### config.mk
export PLATFORM = sky130hd
export DESIGN_NAME = fb_pixel_writer
export DESIGN_NICKNAME = d
export VERILOG_FILES = /design/src/rtl/fb_pkg.sv /design/src/rtl/pixel_fifo.sv /design/src/rtl/fb_pixel_writer.sv
export SDC_FILE = /design/constraint.sdc
export NUM_CORES = 1
export LEC_CHECK = 0
export CAP_MARGIN = 15
export CORE_MARGIN = 5
export CORE_UTILIZATION = 60
export CTS_CLUSTER_SIZE = 10
export DETAILED_ROUTE_END_ITERATION = 16
export DONT_BUFFER_PORTS = 1
export PLACE_DENSITY = 0.76
export SETUP_SLACK_MARGIN = 0.5
export SLEW_MARGIN = 10
export SYNTH_ARGS = -nofsm -noshare
export SYNTH_HDL_FRONTEND = slang
export SYNTH_HIERARCHICAL = 1
export SYNTH_SLANG_ARGS = --single-unit
### constraint.sdc
create_clock -name clk -period 9.6 [get_ports clk]
set_input_delay 2.4 -clock clk [delete_from_list [all_inputs] [get_ports clk]]
set_output_delay 2.4 -clock clk [all_outputs]
set_load 0.01 [all_outputs]
### src/rtl/fb_pkg.sv
// ============================================================================
//  fb_pkg : shared pixel types, FSM encoding and colour helpers
//  Rev 1.0
// ============================================================================
`default_nettype none

package fb_pkg;

   localparam int PIX_W = 24;

   typedef struct packed {
      logic [7:0] r;
      logic [7:0] g;
      logic [7:0] b;
   } pixel_t;

   typedef enum logic [1:0] {
      IDLE  = 2'd0,
      RUN   = 2'd1,
      WRITE = 2'd2,
      DONE  = 2'd3
   } fb_state_e;

   function automatic logic [15:0] to_rgb565(input pixel_t p);
      return {p.r[7:3], p.g[7:2], p.b[7:3]};
   endfunction

endpackage

`default_nettype wire

### src/rtl/pixel_fifo.sv
// ============================================================================
//  pixel_fifo : synchronous pixel FIFO with flush (push during flush is kept)
//  Rev 1.0
// ============================================================================
`default_nettype none

module pixel_fifo
   import fb_pkg::*;
#(
   parameter int DEPTH = 16
) (
   input  logic                     clk,
   input  logic                     rst,
   input  logic                     flush,
   input  logic                     push,
   input  pixel_t                   push_data,
   input  logic                     pop,
   output pixel_t                   pop_data,
   output logic                     full,
   output logic                     empty,
   output logic [$clog2(DEPTH):0]   level
);

   localparam int AW = $clog2(DEPTH);

   logic [AW-1:0] wr_ptr_q, wr_ptr_d;
   logic [AW-1:0] rd_ptr_q, rd_ptr_d;
   logic [AW:0]   count_q, count_d;
   logic [AW-1:0] wr_idx;
   logic          do_push, do_pop;
   pixel_t        mem_q [DEPTH];

   assign full     = (count_q == (AW+1)'(DEPTH));
   assign empty    = (count_q == '0);
   assign level    = count_q;
   assign pop_data = mem_q[rd_ptr_q];

   always_comb begin
      wr_ptr_d = wr_ptr_q;
      rd_ptr_d = rd_ptr_q;
      count_d  = count_q;
      do_pop   = pop && !empty && !flush;
      // A full FIFO still takes a pixel when one leaves in the same cycle
      do_push  = push && (flush || !full || do_pop);
      wr_idx   = flush ? '0 : wr_ptr_q;
      if (flush) begin
         rd_ptr_d = '0;
         wr_ptr_d = push ? AW'(1) : '0;
         count_d  = push ? (AW+1)'(1) : '0;
      end else begin
         if (do_push) wr_ptr_d = wr_ptr_q + 1'b1;
         if (do_pop)  rd_ptr_d = rd_ptr_q + 1'b1;
         count_d = count_q + (AW+1)'(do_push) - (AW+1)'(do_pop);
      end
   end

   always_ff @(posedge clk or posedge rst) begin
      if (rst) begin
         wr_ptr_q <= '0;
         rd_ptr_q <= '0;
         count_q  <= '0;
      end else begin
         wr_ptr_q <= wr_ptr_d;
         rd_ptr_q <= rd_ptr_d;
         count_q  <= count_d;
      end
   end

   always_ff @(posedge clk) begin
      if (do_push) mem_q[wr_idx] <= push_data;
   end

endmodule

`default_nettype wire

### src/rtl/fb_pixel_writer.sv
// ============================================================================
//  fb_pixel_writer : buffers a pixel stream, tracks raster position and writes
//  packed words to a framebuffer. Define FB_RGB565_EN for two RGB565 pixels/word.
//  Rev 1.0
// ============================================================================
`default_nettype none

module fb_pixel_writer
   import fb_pkg::*;
#(
   parameter int H_RES      = 640,
   parameter int V_RES      = 480,
   parameter int FIFO_DEPTH = 16,
   parameter int ADDR_W     = 20,
   parameter int BASE_ADDR  = 0
) (
   input  logic                          clk,
   input  logic                          rst,
   input  logic                          frame_start,
   input  logic                          valid_pix,
   input  logic [7:0]                    R,
   input  logic [7:0]                    G,
   input  logic [7:0]                    B,
   output logic                          mem_wr_valid,
   input  logic                          mem_wr_ready,
   output logic [ADDR_W-1:0]             mem_wr_addr,
   output logic [31:0]                   mem_wr_data,
   output logic                          frame_done,
   output logic                          overflow,
   output logic [$clog2(FIFO_DEPTH):0]   fifo_level
);

   localparam int XW = (H_RES > 1) ? $clog2(H_RES) : 1;
   localparam int YW = $clog2(V_RES + 1);

   fb_state_e          state_q, state_d;
   logic [XW-1:0]      x_q, x_d;
   logic [YW-1:0]      y_q, y_d;
   logic [ADDR_W-1:0]  cnt_q, cnt_d;
   logic [ADDR_W-1:0]  addr_q, addr_d;
   logic [31:0]        data_q, data_d;
   logic               last_q, last_d;
   logic               overflow_q, overflow_d;
`ifdef FB_RGB565_EN
   logic [15:0]        lo_q, lo_d;
`endif

   logic    push, pop, flush;
   logic    fifo_full, fifo_empty;
   logic    end_of_line, end_of_frame;
   pixel_t  in_pix, out_pix;

   assign in_pix = '{r: R, g: G, b: B};
   // Pixels are only buffered while a frame is open (or opening this cycle)
   assign push   = valid_pix && (frame_start || state_q == RUN || state_q == WRITE);

   pixel_fifo #(.DEPTH(FIFO_DEPTH)) u_fifo (
      .clk       (clk),
      .rst       (rst),
      .flush     (flush),
      .push      (push),
      .push_data (in_pix),
      .pop       (pop),
      .pop_data  (out_pix),
      .full      (fifo_full),
      .empty     (fifo_empty),
      .level     (fifo_level)
   );

   always_comb begin
      state_d    = state_q;
      x_d        = x_q;
      y_d        = y_q;
      cnt_d      = cnt_q;
      addr_d     = addr_q;
      data_d     = data_q;
      last_d     = last_q;
      overflow_d = overflow_q;
      pop        = 1'b0;
      flush      = 1'b0;
`ifdef FB_RGB565_EN
      lo_d       = lo_q;
`endif
      end_of_line  = (x_q == XW'(H_RES - 1));
      end_of_frame = end_of_line && (y_q == YW'(V_RES - 1));

      if (frame_start) begin
         flush      = 1'b1;
         state_d    = RUN;
         x_d        = '0;
         y_d        = '0;
         cnt_d      = ADDR_W'(BASE_ADDR);
         overflow_d = 1'b0;
      end else begin
         unique case (state_q)
            IDLE: ;
            RUN: begin
               if (!fifo_empty) begin
                  pop = 1'b1;
                  if (end_of_line) begin
                     x_d = '0;
                     y_d = y_q + 1'b1;
                  end else begin
                     x_d = x_q + 1'b1;
                  end
`ifdef FB_RGB565_EN
                  // Even x fills the low half; odd x completes the word
                  if (!x_q[0]) begin
                     lo_d = to_rgb565(out_pix);
                  end else begin
                     data_d  = {to_rgb565(out_pix), lo_q};
                     addr_d  = cnt_q;
                     last_d  = end_of_frame;
                     state_d = WRITE;
                  end
`else
                  data_d  = {{(32-PIX_W){1'b0}}, out_pix};
                  addr_d  = cnt_q;
                  last_d  = end_of_frame;
                  state_d = WRITE;
`endif
               end
            end
            WRITE: begin
               if (mem_wr_ready) begin
                  cnt_d   = cnt_q + 1'b1;
                  state_d = last_q ? DONE : RUN;
               end
            end
            DONE: begin
               // Anything still queued belongs past the frame's end
               flush   = 1'b1;
               state_d = IDLE;
            end
            default: ;
         endcase
         if (push && fifo_full && !pop) overflow_d = 1'b1;
      end
   end

   always_ff @(posedge clk or posedge rst) begin
      if (rst) begin
         state_q    <= IDLE;
         x_q        <= '0;
         y_q        <= '0;
         cnt_q      <= ADDR_W'(BASE_ADDR);
         addr_q     <= '0;
         data_q     <= '0;
         last_q     <= 1'b0;
         overflow_q <= 1'b0;
`ifdef FB_RGB565_EN
         lo_q       <= '0;
`endif
      end else begin
         state_q    <= state_d;
         x_q        <= x_d;
         y_q        <= y_d;
         cnt_q      <= cnt_d;
         addr_q     <= addr_d;
         data_q     <= data_d;
         last_q     <= last_d;
         overflow_q <= overflow_d;
`ifdef FB_RGB565_EN
         lo_q       <= lo_d;
`endif
      end
   end

   assign mem_wr_valid = (state_q == WRITE);
   assign mem_wr_addr  = addr_q;
   assign mem_wr_data  = data_q;
   assign frame_done   = (state_q == DONE);
   assign overflow     = overflow_q;

endmodule

`default_nettype wire
# ---- Yosys cells after proc, flatten, opt, wreduce, memory -nomap -nowiden
# Memory sizes are Yosys's and may differ from the RTL's. A register that Yosys moved wholly into a read port is not among the register bits.
# Cells that the tools add are included.
dict set report word_totals {
  ff_bits 76
  ramBits 384
  inputBits 29
  output_inout_bits 60
  mem_count 1
}
dict set report op_classes {
  add_sub_neg 7
  n_eq_ne 9
  muxes 34
  n_bitwise 2
  n_reduce_logical 29
}
# name words width read_ports rd_ports_with_merged_regs wr line_no
set mem_list {}
lappend mem_list {u_fifo.mem_q 16 24 1 1 1 pixel_fifo.sv:31} ;# pixel_t mem_q [DEPTH];
# cell n
set ops {}
lappend ops {{$mux 20} 3}
lappend ops {{$mux 10} 4}
lappend ops {{$mux 9} 4}
lappend ops {{$add 20x1->20 const B} 1}
lappend ops {{$mux 4} 5}
lappend ops {{$reduce_bool 2->1} 7}
lappend ops {{$mux 1} 12}
lappend ops {{$add 10x1->10 const B} 1}
lappend ops {{$eq 10x10->1 const B} 1}
lappend ops {{$add 9x1->9 const B} 1}
lappend ops {{$eq 9x9->1 const B} 1}
lappend ops {{$reduce_and 3->1} 3}
lappend ops {{$add 4x1->4 const B} 2}
lappend ops {{$mux 2} 4}
lappend ops {{$logic_and 1x1->1} 7}
lappend ops {{$pmux 2 s3} 1}
lappend ops {{$add 5x1->5} 1}
lappend ops {{$eq 5x5->1 const B} 1}
lappend ops {{$logic_not 5->1} 1}
lappend ops {{$mux 5} 1}
lappend ops {{$sub 5x1->5} 1}
lappend ops {{$eq 2x2->1 const B} 2}
lappend ops {{$logic_not 1->1} 4}
lappend ops {{$logic_or 1x1->1} 4}
lappend ops {{other kinds (7)} 9}

# ---- Depth between registers and ports, before layout
# Gate-level depths: netlist (run 1).
dict set report logic_depth {
  depth_word 12
  depth_mapped 17
  depth_no_buf 16
}

# ---- Modules after synthesis
# The synthesis (run 1) kept the hierarchy.
# mod n_inst cells_per_inst area_each_um2 seq_area_each_um2
set by_module_without_submodules {}
lappend by_module_without_submodules {pixel_fifo 1 800 15502.4 11856.4}
lappend by_module_without_submodules {fb_pixel_writer 1 334 3876.2 2177.1}

# ---- Least setup slack after synthesis (run 1)
# OpenSTA, ideal clock, no wires.
dict set report synth_timing {
  path_kind {input to register}
  start {input frame_start}
  end {memory u_fifo/mem_q[12][0] (netlist bit), enable pin}
  setup_ns 0.466
  arrival_time_ns 5.901
  t_required_ns 9.134
  path_slack_ns 3.233
  stages 6
  n_path_buf 2
  cell_sequence {clkbuf_1 -> nor2_2 -> buf_2 -> o31a_1 -> inv_2 -> nor4_1}
}
dict set report synth_between {
  elab_chain_cells 7
  elab_cells_between_ends 14
  cone_classes {5 x mux; 9 x reduce/logical}
}
# element line_no
set synth_rtl {}
lappend synth_rtl {{start, declared} fb_pixel_writer.sv:19} ;# input logic frame_start,
lappend synth_rtl {{$mux 1} fb_pixel_writer.sv:87} ;# if (frame_start) begin
lappend synth_rtl {{net pop} fb_pixel_writer.sv:48} ;# logic push, pop, flush;
lappend synth_rtl {{$logic_and 1x1->1 (2 in series)} pixel_fifo.sv:42} ;# do_pop = pop && !empty && !flush;
lappend synth_rtl {{$logic_or 1x1->1} pixel_fifo.sv:44} ;# do_push = push && (flush || !full || do_pop);
lappend synth_rtl {{$logic_and 1x1->1} pixel_fifo.sv:44}
lappend synth_rtl {{$mux 1} pixel_fifo.sv:70} ;# if (do_push) mem_q[wr_idx] <= push_data;
lappend synth_rtl {{$mux 1 (not written as such)} pixel_fifo.sv:70}
lappend synth_rtl {{end, declared} pixel_fifo.sv:31}
# The timed path passes the listed nets, and every way through them passes these cells.

# ---- Worst setup path after layout (run 1)
dict set report layout_timing {
  start {input frame_start}
  end {register u_fifo.count_q[4], in the netlist u_fifo/level[4]}
}
dict set report layout_between {
  elab_chain_cells 8
  elab_cells_between_ends 14
  cone_classes {2 x add/sub; 3 x mux; 9 x reduce/logical}
}
# element line_no
set layout_rtl {}
lappend layout_rtl {{$mux 1} fb_pixel_writer.sv:87}
lappend layout_rtl {{$logic_and 1x1->1 or $logic_not 1->1 (tied branches)} pixel_fifo.sv:42}
lappend layout_rtl {{$logic_and 1x1->1} pixel_fifo.sv:42}
lappend layout_rtl {{$logic_or 1x1->1} pixel_fifo.sv:44}
lappend layout_rtl {{$logic_and 1x1->1} pixel_fifo.sv:44}
lappend layout_rtl {{$add 5x1->5} pixel_fifo.sv:53} ;# count_d = count_q + (AW+1)'(do_push) - (AW+1)'(do_pop);
lappend layout_rtl {{$sub 5x1->5} pixel_fifo.sv:53}
lappend layout_rtl {{$mux 5 (*)} pixel_fifo.sv:46} ;# if (flush) begin
lappend layout_rtl {{net u_fifo.count_d[4]} pixel_fifo.sv:28} ;# logic [AW:0] count_q, count_d;
lappend layout_rtl {{end signal, assigned} pixel_fifo.sv:65} ;# count_q <= count_d;
lappend layout_rtl {{end, declared} pixel_fifo.sv:28}
# Mark *: on every way through the listed nets, which the timed path passes. The rest lies on a longest branch.
# A chain may end at the register's enable or synchronous reset.

==> impl_results.md, run 1 <==
- Fmax: 0.209 GHz
- Hpwl dp: approximately 23000 um
- PD cells: between 200 and 250 nW/um^2
- Overflow after GRT: 0
- WL/cell: between 20 and 25 um
- Post-Synthesis Cells: 1134
- Final WL: 39700 um
- Slew @ Worst Pin: 971 ps
- Slew HR: 35.1%
- Crit path to: u_fifo/level[4]$_DFF_PP0_
- Nets@finish: 1190
- Unrepaired setup endpoints after global routing: no
- Minimum clock period: 4790 ps
- CTS tree: yes
- Drt drc: 0
- Netlist cell types: 54
- Vias in the first global route: 10200
- Final critical-path share of the clock period: approximately half
- Compound-Gate Fraction of Synth Area: between 4 and 5%
- Cell taking the most area after synthesis: edfxtp_1
- CTS HTree Levels: 2
- Post-Syn Area: 19400 sq um
- Endpoints failing setup: 0
- Async SR Flop Fraction: a little over 20%
- Critical path required time: slightly above 10000 ps
- Worst reg2reg path depth: 17
- Die width: 190 um
- Reg2Reg Setup Slack: 4920 ps
- GP Congestion: about 0.80
- Synth Area in Adders: 0.814%
- Initial Utilization: 61.1%
- Setup TNS: 0 ps
- Crit. Startpoint: frame_start
- Clock transition at path regs: 60 ps
- Post-layout util: 67.5%
- Post-synthesis sequential element count: between 400 and 500
- Port bufs: 0
- # hold bufs at CTS: 0
- Post-synth EDFFs: 384
- Critical-path top delay cell: buf_4
- Max IR drop VDD: 0.164 mV
- Root Buffer Master: clkbuf_16
- # IOs: 89
- Leakage: 7.19 nW
- Initial antenna violation count: 0
- # rows: 65
- Slew Viols, Final: 0
- CP Launch Type: input pin
- Largest net degree at the start of global routing: 74
- Share of layout cells above drive strength 1: between 15 and 20%
- Critical path arrival: about 5300 ps
- Hold Path Class: register to register
- DRT iter0 DRCs: ~800
- Area share of the largest cell type after synthesis: 59.5%
- Fin. Hold Viols: 0
- Post-CTS Resized: 0
- First-pass GRT wire length: 60800 um
- Post-synthesis xor/xnor area fraction: 0.904%
- Final std cells w/o fill: 1595
- N_diodes: 0
- Total GRT Usage: 22.1%
- Primary FF master, synth: edfxtp_1
- Register area share after synthesis: between 70% and 80%
- Cells along the critical path: nor2_4, buf_4, o31a_1, inv_2, ha_1, inv_1, ha_1, fa_1, a21oi_1, nor2_1, or3_1, a21oi_1
- Crit path max fanout: 53
- Antenna Nets Post-Route: 0
- Worst path bufs/invs: 3
- Vias per cell: 6.35
- Outcome: finished, final reports clean
- Syn avg cell area: 17.1 sq um
- Crit end category: register
- Clk sinks: between 400 and 500
- Max-cap violations: 0
- CTS Buffer Depth: 3
- Fillers: 1994
- Skew final: 19.7 ps
- Top cells by area, synth: edfxtp_1 (60%), dfrtp_1 (13%), mux4_2 (5.6%)
- Crit-path max cell delay: 620 ps
- Via Count: 10100
- Critical path type: input pin to register
- CTS Buf Count: between 50 and 60
- Top delay family on crit path: adder cells
- Yosys warnings: 6
- Die footprint: 36000 sq um
- Clock latency on the worst-skew pair: 590 ps
- Die extent in y: 190 um
- Setup bufs post-CTS: 0
- Critical R2R Launch: u_fifo/level[3]$_DFF_PP0_
- Simple-Gate Fraction of Synth Area: 5.42%
- Main combinational cell family by area after synthesis: multiplexers
- Area growth from synthesis to layout: 10.5%
- Reg-to-Reg End: u_fifo/level[4]$_DFF_PP0_
- Pre-Repair DR Iteration Count: 7
- Core area: roughly 32000 sq um
- Mux contribution to synthesized area: 13.3%
- Cell total after placement: 1493
- Levels on crit path: 12
==> registers in the layout (all words and copies together) (netlist names) <==
| signal | cells |
|---|---|
| u_fifo/mem_q | 384 |
| mem_wr_data | 24 |
| cnt_q | 20 |
| mem_wr_addr | 20 |
| x_q | 10 |
| y_q | 9 |
| u_fifo/level | 5 |
| u_fifo/rd_ptr_q | 4 |
| u_fifo/wr_ptr_q | 4 |
| state_q | 2 |
| last_q | 1 |
| overflow | 1 |
==> kinds of logic after synthesis <==
logic type,count (synthesis)
flops,484
simple gates,206
mux,192
compound gates,140
buf+inv,79
xor+xnor,20
fa+ha+maj,12
other cells,1
==> layout by cell type (no fill, tap or decap), types with 39 or more instances in the layout <==
cell	n
edfxtp_1	384
dfrtp_1	99
mux2i_1	98
a22oi_1	72
clkbuf_16	55
mux4_2	48
mux2_2	46
nand2_1	45
nand3_1	41
clkbuf_1	39
==> synth_stat cells, types with 5 or more instances <==
master / instances
buf_4: 12
edfxtp_1: 384
nor4_1: 5
and3_1: 6
mux2_2: 46
mux2i_1: 98
mux4_2: 48
clkbuf_1: 26
or3_1: 18
nand2_1: 45
dfrtp_1: 100
buf_6: 11
nor2_1: 45
o21ai_0: 18
or4_1: 5
nand4_1: 8
inv_1: 12
buf_2: 12
a22oi_1: 72
xor2_1: 16
nand3_1: 41
a21oi_1: 29
ha_1: 11
nor2b_1: 9
==> worst min path at each step <==
stage / startpoint / end / depth (start not counted)
after detailed placement: last_q$_DFFE_PP0P_ / last_q$_DFFE_PP0P_ / 1
after CTS: x_q[5]$_DFFE_PP0P_ / x_q[5]$_DFFE_PP0P_ / 1
after global placement: last_q$_DFFE_PP0P_ / last_q$_DFFE_PP0P_ / 1
final: last_q$_DFFE_PP0P_ / last_q$_DFFE_PP0P_ / 1
after global routing: last_q$_DFFE_PP0P_ / last_q$_DFFE_PP0P_ / 1
after floorplan: last_q$_DFFE_PP0P_ / last_q$_DFFE_PP0P_ / 1
==> report_power, final <==
group	leakage [nW]	internal (mW)	switching, mW
Sequential	4.80	2.39	0.139
Clock	0.773	1.10	0.775
Combinational	1.63	0.357	0.402
Total	7.19	3.84	1.32
==> worst reg2reg max path: cells and delay by family, from the launching register on <==
kind | cells | cell delay [ps]
AOI/OAI and AO/OA | 3 | 700
adders and majority gates | 4 | 1080
buffers and inverters | 5 | 1020
DFF | 1 | 430
and+or+nand+nor | 5 | 1370
==> per-stage QoR <==
| step | power (mW) | instance area, sq um | setup WS, ps | hold slack (ps) |
|---|---|---|---|---|
| 3_5_place_dp | 3.33 | 19800 | 4260 | 516 |
| 3_3_place_gp | 3.30 | 19800 | 4300 | 493 |
| 4_1_cts | 5.20 | 21400 | 4860 | 526 |
| 5_1_grt | 5.37 | 21400 | 4640 | 534 |
| 2_1_floorplan | 3.17 | 19400 | 3230 | 475 |
| 6_report | 5.16 | 21400 | 4810 | 525 |
==> cell type report <==
type                            instances  area, sq um  share of cell area [%]
Multi-Input combinational cell        578         5060                    23.6
Clock inverter                          4         63.8                   0.298
Sequential cell                       484        14000                    65.6
Tap cell                              402          503                    2.35
Clock buffer                           97         1560                    7.30
Timing Repair Buffer                   17          135                   0.631
Inverter                               13         51.3                   0.240
==> routing by layer <==
| layer | vias up | global-route usage [%] | part of all wire [%] |
|---|---|---|---|
| li1 | 4482 | - | - |
| met1 | 5181 | 30.4 | 40 |
| met2 | 415 | 36.2 | 49 |
| met3 | 58 | 5.61 | 8.9 |
| met4 | 0 | 5.70 | 1.8 |
| met5 | - | 0 | 0 |
(Power assumes the default switching activity.)
==> inputs of run 2 (changes only) <==
--- a/config.mk
+++ b/config.mk
@@ -7,11 +7,11 @@
 export LEC_CHECK = 0
 export CAP_MARGIN = 15
 export CORE_MARGIN = 5
-export CORE_UTILIZATION = 60
+export CORE_UTILIZATION = 57
 export CTS_CLUSTER_SIZE = 10
 export DETAILED_ROUTE_END_ITERATION = 16
 export DONT_BUFFER_PORTS = 1
-export PLACE_DENSITY = 0.76
+export PLACE_DENSITY = 0.75
 export SETUP_SLACK_MARGIN = 0.5
 export SLEW_MARGIN = 10
 export SYNTH_ARGS = -nofsm -noshare
==> constraint.sdc (replaced) <==
create_clock -name clk -period 4.25 [get_ports clk]
set_input_delay 1.0625 -clock clk [delete_from_list [all_inputs] [get_ports clk]]
set_output_delay 1.0625 -clock clk [all_outputs]
set_load 0.01 [all_outputs]
==> run 2 against run 1 <==
Effect of this change: worst setup slack worse by 4100 ps; critical path depth rose by 4; hold slack worse by 110 ps; flip-flop and latch count did not move; highest routed layer unchanged; register-to-register slack got worse by 4200 ps; first-iteration DRC count rose by 6.5%; clock-buffer cell count shrank 2; routed wire length is 3.1% higher; cell area up 1.3%; critical path type is now register to register; largest power group unchanged; largest cell class unchanged; sequential power increased by 130%.
==> impl_results.md, run 2 (synthesized netlist as in run 1, its figures left out) <==
- Commonest non-fill, non-tap cells in the layout: edfxtp_1 (384), mux2i_1 (98), dfrtp_1 (98)
- Fin. Hold Viols: 0 (unchanged)
- Cells along the critical path: inv_1, ha_1, or4b_4, inv_1, or3b_4, nor2_4, o31a_1, clkinv_4, ha_1, inv_1, ha_1, fa_1, a21oi_1, nor2_1, or3_1, a21oi_1
- Largest net degree at the start of global routing: 71 (-4.1%)
- Final WL: 40900 um (+3.1%)
- Port bufs: 0 (unchanged)
- Final std cells w/o fill: 1667 (+4.5%)
- Drt drc: 0 (unchanged)
- Initial antenna violation count: 0 (unchanged)
- Dpl ws: 379 ps (-3880 ps)
- Skew final: 12.8 ps (-6.84 ps)
- Design Area, Final: 21700 sq um (+1.3%)
- Cell total after placement: 1566 (+4.9%)
- Max FFs per register: 384 (unchanged)
- Vias in the first global route: 10600 (+3.5%)
- Final critical-path share of the clock period: ~84%
- Leakage: 7.33 nW (+1.9%)
- # rows: 67 (+3.1%)
- Initial Utilization: 57.8% (-3.3 points)
- Crit-path max cell delay: 420 ps (-200 ps)
- GP Congestion: 0.802 (-0.24%)
- Die footprint: 37800 sq um (+5.0%)
- # IOs: 89 (unchanged)
- Reg2Reg Setup Slack: 670 ps (-4250 ps)
- Die extent in y: 194 um (+2.5%)
- Setup TNS: 0 ps (unchanged)
- Slew Viols, Final: 0 (unchanged)
- Critical R2R Launch: u_fifo/level[2]$_DFF_PP0_
- CTS Buffer Depth: 3 (unchanged)
- Slew HR: 18.7% (-16 points)
- Fmax: 0.280 GHz
- N_diodes: 0 (unchanged)
- WL/cell: 24.5 um (-1.4%)
- First-pass GRT wire length: 63500 um (+4.3%)
- DP Area: 20100 sq um (+1.7%)
- Die width: 194 um (+2.5%)
- Setup slack after layout: 675 ps (-4130 ps)
- Clk sinks: 484 (unchanged)
- Hold Path Class: input pin to asynchronous set/reset pin
- Power Total: 11.6 mW (+130%)
- Reg-to-Reg End: u_fifo/level[4]$_DFF_PP0_
- Pre-Repair DR Iteration Count: 5 (-2)
- Vias per cell: 6.11 (-3.9%)
- Critical path required time: 4750 ps (-5340 ps)
- Clock latency on the worst-skew pair: 570 ps (-20 ps)
- CP Launch Type: register
- Nets@finish: 1218 (+2.4%)
- PD cells: 536 nW/um^2 (+120%)
- DRT iter0 DRCs: 849 (+6.5%)
- CTS HTree Levels: 2 (unchanged)
- CTS tree: yes
- Largest reg by FF count: u_fifo/mem_q
- Antenna Nets Post-Route: 0 (unchanged)
- Endpoints failing setup: 0 (unchanged)
- Share of layout cells above drive strength 1: 18.5% (+1.9 points)
- Root Buffer Master: clkbuf_16
- Hpwl dp: 24100 um (+4.2%)
- Crit end category: register
- Critical path arrival: 4070 ps (-1220 ps)
- Total GRT Usage: 21.7% (-0.46 points)
- Overflow after GRT: 0 (unchanged)
- Max-cap violations: 0 (unchanged)
- Outcome: finished, final reports clean
- Critical path type: register to register
- CTS Buf Count: 54 (-1.8%)
- Via Count: 10200 (+0.41%)
- Area growth from synthesis to layout: 11.9%
- Clock transition at path regs: 60 ps (about the same)
- Critical-path top delay cell: dfrtp_1
- Slew @ Worst Pin: 1220 ps (+248 ps)
- Crit path max fanout: 5 (-91%)
- Max IR drop VDD: 0.339 mV (+110%)
- Core area: 33500 sq um (+5.7%)
- Worst reg2reg path depth: 16 (-1)
- # hold bufs at CTS: 0 (unchanged)
- Minimum clock period: around 3600 ps
- Most common cell after layout, fill and taps aside: edfxtp_1
- Unrepaired setup endpoints after global routing: no
-- run 2: stage by stage --
stage               utilization (%)  hold slack, ps
floorplan                         -             475
global placement               60.0             501
detailed placement             60.0             503
CTS                            64.6             413
global route                   64.7             433
finish                         64.7             417
-- run 2: final cells by class --
| type | instances | area [sq um] |
|---|---|---|
| clock buffers | 95 | 1510 |
| clock inverters | 3 | 41.3 |
| fillers | 2250 | 11800 |
| inverters | 13 | 56.3 |
| multi-input cells | 578 | 5050 |
| flip-flops and latches | 484 | 14000 |
| well taps | 448 | 561 |
| repair buffers | 46 | 433 |
-- run 2: worst max path at each step --
| stage | cells after the start | to | startpoint |
|---|---|---|---|
| 2_1_floorplan | 10 | u_fifo/mem_q[4][0]$_DFFE_PP_ | u_fifo/level[2]$_DFF_PP0_ |
| 3_3_place_gp | 16 | u_fifo/level[4]$_DFF_PP0_ | u_fifo/level[2]$_DFF_PP0_ |
| 3_5_place_dp | 16 | u_fifo/level[4]$_DFF_PP0_ | u_fifo/level[2]$_DFF_PP0_ |
| 4_1_cts | 16 | u_fifo/level[4]$_DFF_PP0_ | u_fifo/level[2]$_DFF_PP0_ |
| 5_1_grt | 16 | u_fifo/level[4]$_DFF_PP0_ | u_fifo/level[2]$_DFF_PP0_ |
| 6_report | 16 | u_fifo/level[4]$_DFF_PP0_ | u_fifo/level[2]$_DFF_PP0_ |
-- run 2: metal layers --
metal / global-route usage [%] / part of all wire [%] / vias up
li1: - / - / 4522
met1: 29.4 / 40 / 5217
met2: 36.0 / 49 / 380
met3: 4.92 / 8.3 / 59
met4: 5.89 / 2.5 / 0
met5: 0 / 0 / -
-- run 2: power by group --
part	internal (mW)	switching [mW]	leakage (nW)	total (mW)
Sequential	5.39	0.325	4.79	5.72
Clock	2.38	1.74	0.734	4.12
Combinational	0.884	0.895	1.80	1.78
Total	8.66	2.96	7.33	11.6
-- run 2: repair_timing --
item / in CTS / in global routing
setup endpoints to repair: 1 / 1
pin swaps: 1 / 1
resized for setup: 1 / 4
setup buffers: 1 / 2
gates cloned: 0 / 0
-- run 2: worst max-delay path: cells and delay by family (launching register included) --
| family | cells | cell delay (ps) |
|---|---|---|
| AO/OA/AOI/OAI | 3 | 560 |
| adder cells (fa/ha/maj) | 4 | 1070 |
| buffers and inverters | 4 | 270 |
| flip-flops | 1 | 420 |
| AND/OR/NAND/NOR | 5 | 1170 |
==> inputs of run 3 (changes only) <==
--- a/config.mk
+++ b/config.mk
@@ -7,11 +7,11 @@
 export LEC_CHECK = 0
 export CAP_MARGIN = 15
 export CORE_MARGIN = 5
-export CORE_UTILIZATION = 57
+export CORE_UTILIZATION = 60
 export CTS_CLUSTER_SIZE = 10
 export DETAILED_ROUTE_END_ITERATION = 16
 export DONT_BUFFER_PORTS = 1
-export PLACE_DENSITY = 0.75
+export PLACE_DENSITY = 0.76
 export SETUP_SLACK_MARGIN = 0.5
 export SLEW_MARGIN = 10
 export SYNTH_ARGS = -nofsm -noshare
==> constraint.sdc (replaced) <==
create_clock -name clk -period 3.3 [get_ports clk]
set_input_delay 0.825 -clock clk [delete_from_list [all_inputs] [get_ports clk]]
set_output_delay 0.825 -clock clk [all_outputs]
set_load 0.01 [all_outputs]
==> run 3 against run 2 <==
Effect of this change: utilization rose by 5.9 points; clock power grew 32%; fmax grew 11%; routed wire length increased by 4.8%; largest cell class unchanged.
==> impl_results.md, run 3 (synthesized netlist as in run 1, its figures left out) <==
- Crit. Startpoint: u_fifo/level[3]$_DFF_PP0_
- Most Used Layer, Global Route: met2
- Clock transition at path regs: 60 ps (about the same)
- WL/cell: 25.6 um (+4.5%)
- PD cells: 688 nW/um^2 (+28%)
- Die footprint: 36000 sq um (-4.7%)
- Cell total after placement: 1546 (-1.3%)
- Crit end category: register
- Nets@finish: 1267 (+4.0%)
- Via Count: 10700 (+4.9%)
- Port bufs: 0 (unchanged)
- M2 GR Usage: 38.9% (+2.9 points)
- Minimum clock period: 3220 ps (-360 ps)
- Commonest non-fill, non-tap cells in the layout: edfxtp_1 (384), dfrtp_1 (99), mux2i_1 (98)
- Unrepaired setup endpoints after global routing: yes
- Sw frac: 26.0% (+0.49 points)
- First-pass GRT wire length: 63700 um (+0.41%)
- Reg2Reg Setup Slack: 80 ps (-590 ps)
- Area growth from synthesis to layout: 15.5%
- Vias per cell: 6.39 (+4.6%)
- Slew @ Worst Pin: 945 ps (-274 ps)
- CTS Buffer Depth: 3 (unchanged)
- P_int: 11.4 mW (+32%)
- Fmax: 0.311 GHz (+11%)
- Final std cells w/o fill: 1671 (+0.24%)
- Skew final: 30.2 ps (+17.4 ps)
- Design Area, Final: 22400 sq um (+3.2%)
- Post-layout util: 70.6% (+5.9 points)
- Register share of total power: 47.5% (-1.7 points)
- Initial Utilization: 61.1% (+3.3 points)
- Critical path required time: 3800 ps (-950 ps)
- GP Congestion: 0.767 (-4.3%)
- Max IR drop VDD: 0.530 mV (+56%)
- CTS Buf Count: 54 (unchanged)
- Die width: 190 um (-2.4%)
- CTS tree: yes
- Hpwl dp: 24900 um (+3.2%)
- Share of layout cells above drive strength 1: 22.7% (+4.2 points)
- Met1 usage: 31.8% (+2.4 points)
- Sw Pwr: 4.00 mW (+35%)
- DP Area: 20300 sq um (+0.97%)
- Crit path max fanout: 3 (-2)
- CTS HTree Levels: 2 (unchanged)
- Critical R2R Launch: u_fifo/level[3]$_DFF_PP0_
- N_diodes: 0 (unchanged)
- Total GRT Usage: 23.1% (+1.5 points)
- Fin. Hold Viols: 0 (unchanged)
- Largest net degree at the start of global routing: 54 (-24%)
- Die extent in y: 190 um (-2.4%)
- Hold_ws: 166 ps (-251 ps)
- Final WL: 42800 um (+4.8%)
- Most common cell after layout, fill and taps aside: edfxtp_1
- Max-cap violations: 0 (unchanged)
- Largest reg by FF count: u_fifo/mem_q
- Crit path to: u_fifo/level[4]$_DFF_PP0_
- Share of total power in combinational logic: 17.3% (+2.0 points)
- Antenna Nets Post-Route: 0 (unchanged)
- Endpoints failing setup: 0 (unchanged)
- Hold Path Class: input pin to asynchronous set/reset pin
- Critical path type: register to register
- Outcome: finished, final reports clean
- Critical path arrival: 3710 ps (-360 ps)
- Overflow after GRT: 0 (unchanged)
- Slew Viols, Final: 0 (unchanged)
- Met3 usage: 4.11% (-0.81 points)
- Vias in the first global route: 10800 (+2.0%)
- Core area: 31700 sq um (-5.4%)
- Final critical-path share of the clock period: 97.5% (+13 points)
- Slew HR: 37.0% (+18 points)
- Drt drc: 0 (unchanged)
- Leakage: 7.65 nW (+4.4%)
- CP Launch Type: register
- Root Buffer Master: clkbuf_16
- Clk sinks: 484 (unchanged)
- Clock latency on the worst-skew pair: 590 ps (+20 ps)
- DRT iter0 DRCs: 1005 (+18%)
- Pre-Repair DR Iteration Count: 5 (unchanged)
- Initial antenna violation count: 0 (unchanged)
- # rows: 65 (-3.0%)
- Max FFs per register: 384 (unchanged)
- # IOs: 89 (unchanged)
- Clock share of power: 35.2% (-0.3 points)
- Reg-to-Reg End: u_fifo/level[4]$_DFF_PP0_
- Worst reg2reg path depth: 16 (unchanged)
run 3: power by group through the flow:
stage               Sequential, mW  Combinational [mW]  Clock, mW
floorplan                     7.29                2.03          0
global placement              7.41                2.40          0
detailed placement            7.43                2.47          0
CTS                           7.31                2.59       5.48
global route                  7.35                2.88       5.80
finish                        7.31                2.66       5.43
run 3: metrics by stage:
step	total power, mW	TNS (ps)	setup WS [ps]
after global placement	9.81	0	105
final	15.4	0	84.1
after CTS	15.4	0	199
after detailed placement	9.89	0	57.6
after global routing	16.0	0	5.58
after floorplan	9.32	-12480	-281
run 3: timing repair:
action | 4_1_cts | 5_1_grt
gates resized for setup | 9 | 39
setup endpoints to repair | 348 | 316
hold buffers | 0 | 0
buffers inserted | 11 | 10
pin swaps | 6 | 7
cloned | 0 | 5
run 3: routing by layer:
layer  up-vias  wire length [um]  part of all wire (%)
met5         -                 0                     0
met4         0              1010                   2.4
met1      5493             16800                    39
met3        80              3320                   7.7
met2       470             21800                    51
li1       4633                 -                     -
run 3: cell type report:
class / instances / area (sq um)
inverter: 13 / 57.6
tap: 402 / 503
sequential: 484 / 14000
clock inverter: 3 / 80.1
clock buffer: 96 / 1520
timing repair buffer: 95 / 1030
fill: 1911 / 9330
multi-input combinational: 578 / 5160
run 3: how the worst min path moves through the flow:
stage	from	endpoint	slack, ps	depth (start not counted)
after floorplan	last_q$_DFFE_PP0P_	last_q$_DFFE_PP0P_	480	1
after global placement	last_q$_DFFE_PP0P_	last_q$_DFFE_PP0P_	510	1
after detailed placement	last_q$_DFFE_PP0P_	last_q$_DFFE_PP0P_	500	1
after CTS	rst	u_fifo/rd_ptr_q[0]$_DFFE_PP0P_	160	1
after global routing	rst	u_fifo/rd_ptr_q[2]$_DFFE_PP0P_	200	1
final	rst	u_fifo/rd_ptr_q[3]$_DFFE_PP0P_	170	1
run 3: critical path, cell delays in order, from the launching register on:
cell,delay (ps)
dfrtp_1,370
inv_2,60
ha_4,150
or4b_4,210
inv_4,30
or3b_4,380
nor2_4,120
o31a_1,230
inv_4,50
ha_4,250
inv_2,30
ha_4,150
fa_2,350
a21oi_2,140
nor2_1,60
or3_1,380
a21oi_2,150
==> edit: new RTL, flow settings as in run 1 <==
The 4 states of `fb_state_e` get a one-hot encoding in 4 bits.
--- a/src/rtl/fb_pkg.sv
+++ b/src/rtl/fb_pkg.sv
@@ -14,11 +14,11 @@
       logic [7:0] b;
    } pixel_t;
 
-   typedef enum logic [1:0] {
-      IDLE  = 2'd0,
-      RUN   = 2'd1,
-      WRITE = 2'd2,
-      DONE  = 2'd3
+   typedef enum logic [3:0] {
+      IDLE  = 4'b0001,
+      RUN   = 4'b0010,
+      WRITE = 4'b0100,
+      DONE  = 4'b1000
    } fb_state_e;
 
    function automatic logic [15:0] to_rgb565(input pixel_t p);
Function: no difference found for any inputs over 4 cycles, from zero or initial values and one cycle with rst high; so few cycles prove little.
==> edit against run 1 <==
- total power grew 3.8%
- sequential cell count grew 2
- sequential share of layout area shrank 0.59 points
- worst setup slack gained 0.011 ns
- area after synthesis grew 1.2%
- clock skew grew 0.029 ns
- design area grew 1.3%
- routed wire length grew 0.70%
- critical path type is now register to register
- critical endpoint unchanged
==> edit: results (changes against run 1) <==
----------------------------------------------------
[Placed design]
  DP Wirelength ... 22300 um (-3.7%)
  Gp weighted congestion ... 0.812 (+1.1%)
  Number of instances in the placed design ... 1566 (+4.9%)
  Port buffer count ... 0 (unchanged)

[STA]
  Worst Clk Skew ... 0.0489 ns (+0.0292 ns)
  Normalized max-slew margin ... 28.2% (-6.8 points)
  Hold slack final ... 0.543 ns (+0.0184 ns)

[Synthesis]
  Count of mapped cells out of synthesis ... 1155 (+1.9%)
  Top post-synthesis cells by area ... sky130_fd_sc_hd__edfxtp_1, sky130_fd_sc_hd__dfrtp_1, sky130_fd_sc_hd__mux4_2, sky130_fd_sc_hd__mux2i_1, sky130_fd_sc_hd__a22oi_1
  Most frequent cells after synthesis ... sky130_fd_sc_hd__edfxtp_1, sky130_fd_sc_hd__dfrtp_1, sky130_fd_sc_hd__mux2i_1, sky130_fd_sc_hd__a22oi_1, sky130_fd_sc_hd__mux4_2
  Yosys warnings ... 6 (unchanged)
  Fraction of registers with async set or reset after synthesis ... 21.0% (+0.33 points)
  Count of unique library cells instantiated by Yosys ... 56 (+3.7%)
  Post-synthesis sequential area ratio ... 71.8% (-0.58 points)

[Worst setup path]
  Cell type group with the largest total delay on the critical path ... simple AND/OR/NAND/NOR gates
  Critical Path End Type ... register
  Crit. Startpoint ... u_fifo/level[3]
  Maximum cell stage delay along the critical path ... 0.65 ns (+0.03 ns)
  Crit path launch type ... register
  Setup slack of the worst register-to-register path ... 4.82 ns (-0.10 ns)
  Largest fanout on the critical path ... 19 (-64%)
  Cell with the biggest individual delay on the critical path ... sky130_fd_sc_hd__nor2_4

[GRT]
  Maximum number of pins on one net before global-route repair ... 78 (+5.4%)
  Wire length of the first global-routing pass ... 62300 um (+2.5%)
  Grt met1 use ... 29.7% (-0.66 points)
  Number of global-route vias before repair ... 10700 (+4.8%)
  Met2 layer usage reported by global route ... 38.0% (+1.9 points)
  Met3 Use GR ... 4.96% (-0.65 points)
  GRT Total Usage ... 22.4% (+0.32 points)

[Detailed routing]
  Met2 routed WL ... 20100 um (+3.4%)
  Final wirelength ... 40000 um (+0.70%)
  Top Metal Used ... met4
  Avg WL per Cell ... 24.0 um (-3.5%)
  First-pass detailed-route iteration total ... 5 (-2)
  Iter 0 DRT Violations ... 799 (+0.25%)
  Met3 WL post-DR ... 2870 um (-19%)
  Routed vias ... 10300 (+1.6%)
  Total routed wire length on the met1 layer ... 15800 um (-0.98%)

[Power]
  Share of total power in combinational logic ... 16.5% (+1.8 points)
  Max IR drop VDD ... 0.169 mV (+2.9%)
  P_comb ... 0.881 mW (+16%)
  Leakage component of the power ... 7.34 nW (+2.1%)
  Flop+latch power ... 2.58 mW (+2%)
  Switching part of the total ... 26.5% (+0.99 points)

[Status]
  Result of the run ... finished clean

[Hold path]
  Hold path endpoint ... mem_wr_addr[19]
  Origin of the worst min-delay path ... cnt_q[19]

[Clocking]
  Reg clk slew, reported paths ... 0.06 ns (about the same)

[Final layout]
  Ratio of cells with drive above 1 in the final layout ... 17.6% (+1.0 points)

----------------------------------------------------
## edit: stage by stage
stage                     cell area [um^2]  setup WS, ns
final                                21700          4.82
after CTS                            21700          4.85
after floorplan                      19600          3.23
after global routing                 21700          4.37
after detailed placement             20100          4.46
after global placement               20100          4.50
## edit: cells by family (layout without fill, tap and decap cells)
| logic type | after synthesis | after routing | share of synthesized area [%] |
|---|---|---|---|
| flops | 486 | 486 | 71.8 |
| simple gates | 221 | 221 | 6.01 |
| mux | 191 | 191 | 13.1 |
| compound gates | 142 | 142 | 4.88 |
| buf+inv | 82 | 142 | 2.44 |
| xor+xnor | 20 | 20 | 0.893 |
| fa+ha+maj | 12 | 12 | 0.804 |
| other cells | 1 | 8 | 0.0191 |
## edit: final cells by class
cell class,count,area (um^2)
sequential,486,14100
fill,2137,10700
multi-input combinational,594,5140
clock buffer,94,1550
tap,442,553
timing repair buffer,30,225
clock inverter,4,75.1
inverter,14,55.1
